<file path="config.mk">
export PLATFORM = sky130hd
export DESIGN_NAME = multicycle_controller
export DESIGN_NICKNAME = d
export VERILOG_FILES = /design/src/rtl/multicycle_controller.sv
export SDC_FILE = /design/constraint.sdc
export NUM_CORES = 1
export LEC_CHECK = 0
export CAP_MARGIN = 20
export CORE_MARGIN = 10
export CORE_UTILIZATION = 35
export CTS_CLUSTER_SIZE = 8
export DETAILED_ROUTE_END_ITERATION = 8
export GPL_TIMING_DRIVEN = 1
export SETUP_SLACK_MARGIN = 0.3
export SLEW_MARGIN = 25
export SYNTH_ARGS = -nofsm -noshare
export SYNTH_HDL_FRONTEND = slang
export SYNTH_SLANG_ARGS = --single-unit
export TNS_END_PERCENT = 5
</file>
<file path="constraint.sdc">
create_clock -name clk -period 3.4 [get_ports clk]
set_input_delay 0.51 -clock clk [delete_from_list [all_inputs] [get_ports clk]]
set_output_delay 0.51 -clock clk [all_outputs]
set_load 0.005 [all_outputs]
</file>
<file path="src/rtl/multicycle_controller.sv">
// multicycle_controller
//   Control FSM for a multi-cycle RV32I-subset core. Steps each instruction
//   through FETCH / DECODE / EXECUTE / MEM / WB over one shared ALU and one
//   unified instruction/data memory.
//   Memory accesses use a mem_req/mem_ready handshake. A wait counter aborts
//   an access that stalls for too long. A counter tracks retired instructions.
//
// Parameters
//   MEM_TIMEOUT  wait cycles allowed per memory access before abort (0 = never)
//   TMO_W        wait counter width, must be able to hold MEM_TIMEOUT
//   CNT_W        retired-instruction counter width
//
// Ports
//   clk, rst            rising-edge clock, asynchronous active-high reset
//   opc, f3             latched IR[6:0] and IR[14:12]
//   zero, neg, carry    ALU flags for A-B (carry=1 means no borrow)
//   mem_ready           memory finishes the current access this cycle
//   mem_req, adr_src    memory request, address select (0 PC, 1 ALUOut)
//   mem_write           store strobe
//   ir_write, pc_write  IR/oldPC latch enable, PC load enable
//   reg_write           register file write enable
//   alu_src_a/b, alu_op ALU operand selects and operation class
//   imm_src, result_src immediate format select, result bus select
//   illegal             one-cycle pulse for an unknown opcode
//   timeout_err         one-cycle pulse when a memory access is aborted
//   instret             retired instruction count (wraps)
//
// Build option
//   BRANCH_UNSIGNED_EN  adds BLTU/BGEU decoding using the carry flag.
//                       Without it, f3=110/111 branches are never taken.

module multicycle_controller #(
  parameter int MEM_TIMEOUT = 15,
  parameter int TMO_W       = 4,
  parameter int CNT_W       = 32
) (
  input  logic             clk,
  input  logic             rst,
  input  logic [6:0]       opc,
  input  logic [2:0]       f3,
  input  logic             zero,
  input  logic             neg,
  input  logic             carry,
  input  logic             mem_ready,
  output logic             mem_req,
  output logic             adr_src,
  output logic             mem_write,
  output logic             ir_write,
  output logic             pc_write,
  output logic             reg_write,
  output logic [1:0]       alu_src_a,
  output logic [1:0]       alu_src_b,
  output logic [1:0]       alu_op,
  output logic [2:0]       imm_src,
  output logic [1:0]       result_src,
  output logic             illegal,
  output logic             timeout_err,
  output logic [CNT_W-1:0] instret
);

  localparam logic [6:0] OP_LW   = 7'b0000011;
  localparam logic [6:0] OP_SW   = 7'b0100011;
  localparam logic [6:0] OP_R    = 7'b0110011;
  localparam logic [6:0] OP_I    = 7'b0010011;
  localparam logic [6:0] OP_B    = 7'b1100011;
  localparam logic [6:0] OP_JAL  = 7'b1101111;
  localparam logic [6:0] OP_JALR = 7'b1100111;
  localparam logic [6:0] OP_LUI  = 7'b0110111;

  typedef enum logic [3:0] {
    S_FETCH, S_DECODE, S_MEM_ADR, S_MEM_RD, S_MEM_WB, S_MEM_WR, S_EXEC_R,
    S_EXEC_I, S_ALU_WB, S_BRANCH, S_JALR_ADR, S_JUMP, S_LUI, S_ILLEGAL
  } state_t;

  state_t           state, state_next;
  logic [TMO_W-1:0] wait_cnt;
  logic             retire;
  logic             in_mem_state;
  logic             tmo_hit;
  logic             branch_taken;

  // State register, wait counter and retire counter.
  // The wait counter restarts whenever the FSM moves to another state. It
  // also restarts after a timeout, because a FETCH abort stays in FETCH and
  // the retried fetch needs a fresh wait budget.
  always_ff @(posedge clk or posedge rst) begin
    if (rst) begin
      state    <= S_FETCH;
      wait_cnt <= '0;
      instret  <= '0;
    end else begin
      state <= state_next;
      if (timeout_err || (state_next != state))
        wait_cnt <= '0;
      else if (in_mem_state && !mem_ready)
        wait_cnt <= wait_cnt + 1'b1;
      if (retire)
        instret <= instret + 1'b1;
    end
  end

  // Branch condition decode from funct3 and the ALU flags of rs1-rs2.
  // Unsigned compares depend on the build option. When the option is off,
  // carry is ANDed with zero, so those branches are never taken.
  always_comb begin
    branch_taken = 1'b0;
    case (f3)
      3'b000:  branch_taken = zero;
      3'b001:  branch_taken = ~zero;
      3'b100:  branch_taken = neg;
      3'b101:  branch_taken = ~neg | zero;
`ifdef BRANCH_UNSIGNED_EN
      3'b110:  branch_taken = ~carry;
      3'b111:  branch_taken = carry;
`else
      3'b110,
      3'b111:  branch_taken = carry & 1'b0;
`endif
      default: branch_taken = 1'b0;
    endcase
  end

  // Next-state and output decode.
  // Every output defaults to 0. Each state raises only what it uses.
  // A memory state that is still waiting when its budget runs out aborts:
  // it drops every strobe, pulses timeout_err and returns to FETCH.
  // If mem_ready arrives in that same cycle, the access completes instead.
  // All write strobes and pulses are masked while reset is held.
  always_comb begin
    state_next   = state;
    mem_req      = 1'b0;
    adr_src      = 1'b0;
    mem_write    = 1'b0;
    ir_write     = 1'b0;
    pc_write     = 1'b0;
    reg_write    = 1'b0;
    alu_src_a    = 2'b00;
    alu_src_b    = 2'b00;
    alu_op       = 2'b00;
    imm_src      = 3'b000;
    result_src   = 2'b00;
    illegal      = 1'b0;
    timeout_err  = 1'b0;
    retire       = 1'b0;
    in_mem_state = (state == S_FETCH) || (state == S_MEM_RD) || (state == S_MEM_WR);
    tmo_hit      = (MEM_TIMEOUT != 0) && in_mem_state && !mem_ready &&
                   (wait_cnt == TMO_W'(MEM_TIMEOUT));

    case (state)
      S_FETCH: begin
        if (mem_ready) begin
          mem_req    = 1'b1;
          ir_write   = 1'b1;
          pc_write   = 1'b1;
          alu_src_b  = 2'b10;
          result_src = 2'b10;
          state_next = S_DECODE;
        end else if (tmo_hit) begin
          timeout_err = 1'b1;
          state_next  = S_FETCH;
        end else begin
          mem_req = 1'b1;
        end
      end
      S_DECODE: begin
        alu_src_a = 2'b01;
        alu_src_b = 2'b01;
        imm_src   = (opc == OP_JAL) ? 3'b100 : 3'b010;
        case (opc)
          OP_LW, OP_SW: state_next = S_MEM_ADR;
          OP_R:         state_next = S_EXEC_R;
          OP_I:         state_next = S_EXEC_I;
          OP_B:         state_next = S_BRANCH;
          OP_JAL:       state_next = S_JUMP;
          OP_JALR:      state_next = S_JALR_ADR;
          OP_LUI:       state_next = S_LUI;
          default:      state_next = S_ILLEGAL;
        endcase
      end
      S_MEM_ADR: begin
        alu_src_a  = 2'b10;
        alu_src_b  = 2'b01;
        imm_src    = (opc == OP_SW) ? 3'b001 : 3'b000;
        state_next = (opc == OP_SW) ? S_MEM_WR : S_MEM_RD;
      end
      S_MEM_RD: begin
        if (tmo_hit) begin
          timeout_err = 1'b1;
          state_next  = S_FETCH;
        end else begin
          mem_req = 1'b1;
          adr_src = 1'b1;
          if (mem_ready) state_next = S_MEM_WB;
        end
      end
      S_MEM_WB: begin
        result_src = 2'b01;
        reg_write  = 1'b1;
        retire     = 1'b1;
        state_next = S_FETCH;
      end
      S_MEM_WR: begin
        if (tmo_hit) begin
          timeout_err = 1'b1;
          state_next  = S_FETCH;
        end else begin
          mem_req   = 1'b1;
          mem_write = 1'b1;
          adr_src   = 1'b1;
          if (mem_ready) begin
            retire     = 1'b1;
            state_next = S_FETCH;
          end
        end
      end
      S_EXEC_R: begin
        alu_src_a  = 2'b10;
        alu_op     = 2'b10;
        state_next = S_ALU_WB;
      end
      S_EXEC_I: begin
        alu_src_a  = 2'b10;
        alu_src_b  = 2'b01;
        alu_op     = 2'b11;
        state_next = S_ALU_WB;
      end
      S_ALU_WB: begin
        reg_write  = 1'b1;
        retire     = 1'b1;
        state_next = S_FETCH;
      end
      S_BRANCH: begin
        alu_src_a  = 2'b10;
        alu_op     = 2'b01;
        pc_write   = branch_taken;
        retire     = 1'b1;
        state_next = S_FETCH;
      end
      S_JALR_ADR: begin
        alu_src_a  = 2'b10;
        alu_src_b  = 2'b01;
        state_next = S_JUMP;
      end
      S_JUMP: begin
        alu_src_a  = 2'b01;
        alu_src_b  = 2'b10;
        pc_write   = 1'b1;
        state_next = S_ALU_WB;
      end
      S_LUI: begin
        imm_src    = 3'b011;
        result_src = 2'b11;
        reg_write  = 1'b1;
        retire     = 1'b1;
        state_next = S_FETCH;
      end
      S_ILLEGAL: begin
        illegal    = 1'b1;
        state_next = S_FETCH;
      end
      default: state_next = S_FETCH;
    endcase

    if (rst) begin
      mem_write   = 1'b0;
      ir_write    = 1'b0;
      pc_write    = 1'b0;
      reg_write   = 1'b0;
      illegal     = 1'b0;
      timeout_err = 1'b0;
    end
  end

endmodule

</file>
Yosys cells after proc, flatten, opt, wreduce, memory -nomap -nowiden
Index checks and enable logic that the tools add are counted.

Bits in registers: 40. Output and inout bits: 51. Word-level logic and storage cells: 92.

Add/sub/neg operators: 2. Eq/ne operators: 26. Muxes and demuxes: 41. Bitwise gates (word level): 3. Reductions and logical operators: 17.

Operators by type and width (count): one-hot mux 4 bit (7 select lines) (2); adder 32 x 1 -> 32 bit, second input constant (1); 2-to-1 mux 4 bit (8); == test 4 bit, second input constant (7); == test 7 x 6 -> 1 bit, second input constant (3); == test 7 bit, second input constant (3); 2-to-1 mux 1 bit (18); one-hot mux 2 bit (3 select lines) (3); == test 4 x 3 -> 1 bit, second input constant (4); one-hot mux 3 bit (3 select lines) (1); == test 4 x 2 -> 1 bit, second input constant (2); OR reduction 4 bit (2); == test 7 x 2 -> 1 bit, second input constant (1); == test 7 x 5 -> 1 bit, second input constant (1); == test 3 bit, second input constant (2); 2-to-1 mux 3 bit (2); one-hot mux 1 bit (2 select lines) (3); OR reduction 2 bit (3); OR reduction 3 bit (2); OR reduction 5 bit (1); adder 4 x 1 -> 4 bit, second input constant (1); == test 4 x 1 -> 1 bit, second input constant (1); zero test 4 bit (1); != test 4 bit (1); other kinds (12) (16).

Logic depth before layout (Yosys ltp)
Depth after elaboration: 11. Mapped depth: 7. Gate-level depth less buffers: 5.

Least setup slack after synthesis
Ideal clock, no wire load.

Path type: input -> output. From: input port rst. To: output port timeout_err. Arrival time: 1.661 ns. Data required time: 2.890 ns. Path slack: 1.229 ns. Cell stages on the path: 2. Cells stage by stage: inv_1 and3_1.

Longest elaborated chain between the ends: 1.

Ends and longest elaborated chain: from (decl) (RTL line 38) `input logic rst,`; 2-to-1 mux 1 bit (RTL line 264) `if (rst) begin`; to (decl) (RTL line 57) `output logic timeout_err,`.

Every way passes these cells.

Final worst setup path
From: register state[0]. To: output port pc_write.

Longest elaborated chain between the ends: 3. Elaborated cells between the ends (all ways): 5.

Ends and longest elaborated chain: from (decl) (RTL line 75) `state_t state, state_next;`; from (signal assigned) (RTL line 92) `state <= state_next;`; == test 4 bit / zero test 4 bit (equally long branches) (RTL line 149) `case (state)`; one-hot mux 1 bit (3 select lines) * (RTL line 149); 2-to-1 mux 1 bit * (RTL line 264); to (decl) (RTL line 49) `output logic pc_write,`.

Mark *: on every way between the ends. The rest lies on a longest branch, timed or not.

==> flow_summary.json <==
{
  "io-pin-count": 67,
  "fmax_mhz": 329.8,
  "drt-total-wl_um": 6608,
  "period_needed_ns": 3.032,
  "cts_tree": "yes",
  "nNetsFinal": 356,
  "n_fill_cell": 682,
  "final_util_pct": 48.61,
  "antenna_found_initial": 0,
  "drc": 0,
  "power_frac_seq_pct": 34.6,
  "whs_ns": 0.4693,
  "final-setup-viol-count": 0,
  "grt_pass1_wl_um": 11210,
  "cts.htree.levels": 2,
  "netSwitchingPower_w": 0.0007064,
  "synth_ff_type": "dfrtp_1",
  "worst_ep_arrival_time_ns": 2.52,
  "setup_tns_ns": 0,
  "worst-path-buf-inv": 2,
  "crit_chain": "buf_4 -> or2_2 -> o21a_1 -> nor2_1 -> a21oi_1 -> nor4_1 -> clkdlybuf4s50_1",
  "slowest_delay_ns": 0.55,
  "netlist-cell-type-count": 53,
  "avgSynthCellArea_sq_um": 9.124,
  "clk_latency_ns": 0.28,
  "syn2layout_area_growth_pct": 34.79,
  "drt_iter0_drc": 110,
  "hold_depth": 1,
  "synth-seq-area-share_pct": 40.63,
  "tightest_slew_ns": 0.7300,
  "finalMaxSlewViolations": 0,
  "routedWlPerCell_um": 15.23,
  "core_area_sq_um": 6832,
  "drive_above_1_share_pct": 9.763,
  "syn_area_sq_um": 2464,
  "startpoint_type": "flop",
  "grtUsageTotal_pct": 11.93,
  "required_ns": 2.89,
  "grt_max_degree": 41,
  "cts_buffers": 5,
  "synth_edf_count": 0,
  "portBuffers": 65,
  "syn_inst": 270,
  "fp.dieW_um": 103.9,
  "fp-row-count": 30,
  "reg2reg_depth": 6,
  "r2r-start": "state[1]",
  "r2r_end": "wait_cnt[1]",
  "p_int_w": 0.001137,
  "cts-root-buf": "clkbuf_8",
  "postCtsSetupRepairBufs": 0,
  "timing.final.crit_share_pct": 89.18,
  "vias": 2195,
  "vdd_ir_drop_max_mv": 0.3697,
  "cts_max_path_buffers": 2,
  "drt_first_pass_iters": 4,
  "cp_slowest_cell": "clkdlybuf4s50_1",
  "syn_nets": 288,
  "clock_skew_ns": 0.008996,
  "worstSetupPathType": "flop to primary output",
  "cp-end-kind": "primary output",
  "cap_violations": 0,
  "total_power_w": 0.001843,
  "cts.reportedPaths.clkPinSlew_ns": 0.08,
  "relSlewSlack_pct": 51.04,
  "p_per_area_nw_per_um2": 555.0,
  "ys_ff_latch": 40,
  "yosysWarnings": 0,
  "leakagePower_nw": 1.317,
  "grt_pass1_vias": 2250,
  "gp_congestion": 0.8618,
  "status": "finished, final reports clean",
  "hold_end": "instret[31]",
  "async_reset_ff_share_pct": 100.0,
  "diodes": 0,
  "combinationalPowerShare_pct": 49.4,
  "hold_viol": 0,
  "die_h_um": 103.9,
  "r2r_slack_ns": 1.29,
  "viasPerCell": 5.058,
  "worstHoldPathType": "flop to flop",
  "worstHoldStart": "instret[31]",
  "postCtsHoldBufs": 0,
  "switching_share_pct": 38.33,
  "hpwl_um": 5097,
  "antenna_left": 0,
  "path_max_fanout": 12,
  "cp_top_family": "simple AND/OR/NAND/NOR gates",
  "dieArea_sq_um": 10800,
  "clkPwrFrac_pct": 16.0,
  "clkSinkCount": 40,
  "start_util_pct": 36.06,
  "grt_overflow": 0,
  "rsz0062_at_grt": "yes"
}
==> cells in the final DEF, fill, tap and decap left out, types with 3 or more instances in the layout <==
| cell | n |
|---|---|
| a21oi_1 | 8 |
| nor2_1 | 27 |
| clkbuf_8 | 5 |
| nand2b_1 | 4 |
| or2_2 | 3 |
| xor2_1 | 8 |
| buf_4 | 7 |
| and2_1 | 5 |
| clkdlybuf4s50_1 | 65 |
| dfrtp_1 | 38 |
| nor4_2 | 3 |
| inv_1 | 11 |
| and3_1 | 6 |
| nand3_1 | 12 |
| xnor2_1 | 29 |
| nand2_1 | 22 |
| nor3_1 | 13 |
| nand4_1 | 10 |
| nor3b_1 | 5 |
| o21ai_0 | 10 |
==> sequential cells by signal, summed over array words and instances (netlist names) <==
name	cells
instret	32
wait_cnt	4
state	4
==> cell usage after synthesis, types with 3 or more instances <==
| master | n | area (sq um) |
|---|---|---|
| clkbuf_1 | 3 | 11.26 |
| xor2_1 | 8 | 70.07 |
| xnor2_1 | 29 | 254.0 |
| inv_1 | 11 | 41.29 |
| and3_1 | 6 | 37.54 |
| and2_1 | 5 | 31.28 |
| or2_2 | 3 | 18.77 |
| nor3b_1 | 5 | 37.54 |
| o21ai_0 | 10 | 50.05 |
| nor2b_1 | 4 | 25.02 |
| buf_2 | 4 | 20.02 |
| nor3_1 | 13 | 65.06 |
| nor2_1 | 27 | 101.4 |
| a21oi_1 | 8 | 40.04 |
| nand4_1 | 10 | 62.56 |
| nand3_1 | 12 | 60.06 |
| nand2b_1 | 4 | 25.02 |
| nand2_1 | 22 | 82.58 |
| dfrtp_1 | 40 | 1001 |
==> per-layer routing <==
| layer | part of all wire, % | global-route usage [%] | vias up |
|---|---|---|---|
| met5 | 0 | 0 | - |
| met4 | 0.98 | 3.380 | 0 |
| met3 | 3.5 | 2.478 | 6 |
| met2 | 50 | 19.95 | 40 |
| met1 | 45 | 15.08 | 1064 |
| li1 | - | - | 1085 |
==> how the worst max path moves through the flow <==
stage / startpoint / to / slack [ns] / depth (start not counted)
final: state[0] / pc_write / 0.37 / 7
after global routing: state[0] / pc_write / 0.23 / 7
after CTS: state[0] / pc_write / 0.33 / 7
after detailed placement: mem_ready / mem_write / 0.39 / 6
after global placement: mem_ready / mem_write / 0.40 / 6
after floorplan: rst / timeout_err / 1.23 / 2
==> area by class of cell <==
cell class                      instances  area, sq um  area share, %
Sequential cell                        40         1003          30.22
Clock buffer                            6        72.57          2.185
Inverter                               11        41.29          1.243
Clock inverter                          1        5.005         0.1507
Multi-Input combinational cell        208         1375          41.41
Tap cell                               96        120.1          3.617
Timing Repair Buffer                   72        703.2          21.18
==> worst reg2reg max path, stage by stage, from the launching register on <==
cell       delay [ns]
dfrtp_1          0.49
buf_4            0.24
nand2b_1         0.21
nor3_1           0.35
o211a_1          0.27
o2111ai_1        0.21
nor3b_1          0.25
==> timing repair <==
action                                 4_1_cts  5_1_grt
resized for setup                            2        3
endpoints found under the hold margin        0        0
setup endpoints to repair                    1        5
==> metrics by stage <==
step / worst slack [ns] / instances / instance area, sq um
6_report: 0.3679 / 434 / 3321
5_1_grt: 0.2322 / 434 / 3321
4_1_cts: 0.3284 / 434 / 3311
3_5_place_dp: 0.3943 / 427 / 3229
3_3_place_gp: 0.3981 / 427 / 3229
2_1_floorplan: 1.229 / 270 / 2464
==> logic make-up (layout without fill, tap and decap cells) <==
kind of cell | Yosys count | after routing | synth area share (%)
AO/OA/AOI/OAI | 39 | 39 | 11.48
AND/OR/NAND/NOR | 127 | 127 | 28.44
multiplexers | 3 | 3 | 1.270
adder cells (fa/ha/maj) | 2 | 2 | 1.016
buffers and inverters | 22 | 90 | 4.012
flip-flops | 40 | 40 | 40.63
XOR/XNOR | 37 | 37 | 13.15
==> power groups by stage <==
stage          sequential [W]  combinational (W)  clock (W)
2_1_floorplan        0.000590           0.000559          0
3_3_place_gp         0.000643           0.000910          0
3_5_place_dp         0.000642           0.000910          0
4_1_cts              0.000637           0.000916   0.000304
5_1_grt              0.000650            0.00100   0.000327
6_report             0.000638           0.000910   0.000295
Power figures use the tool's default switching activity.
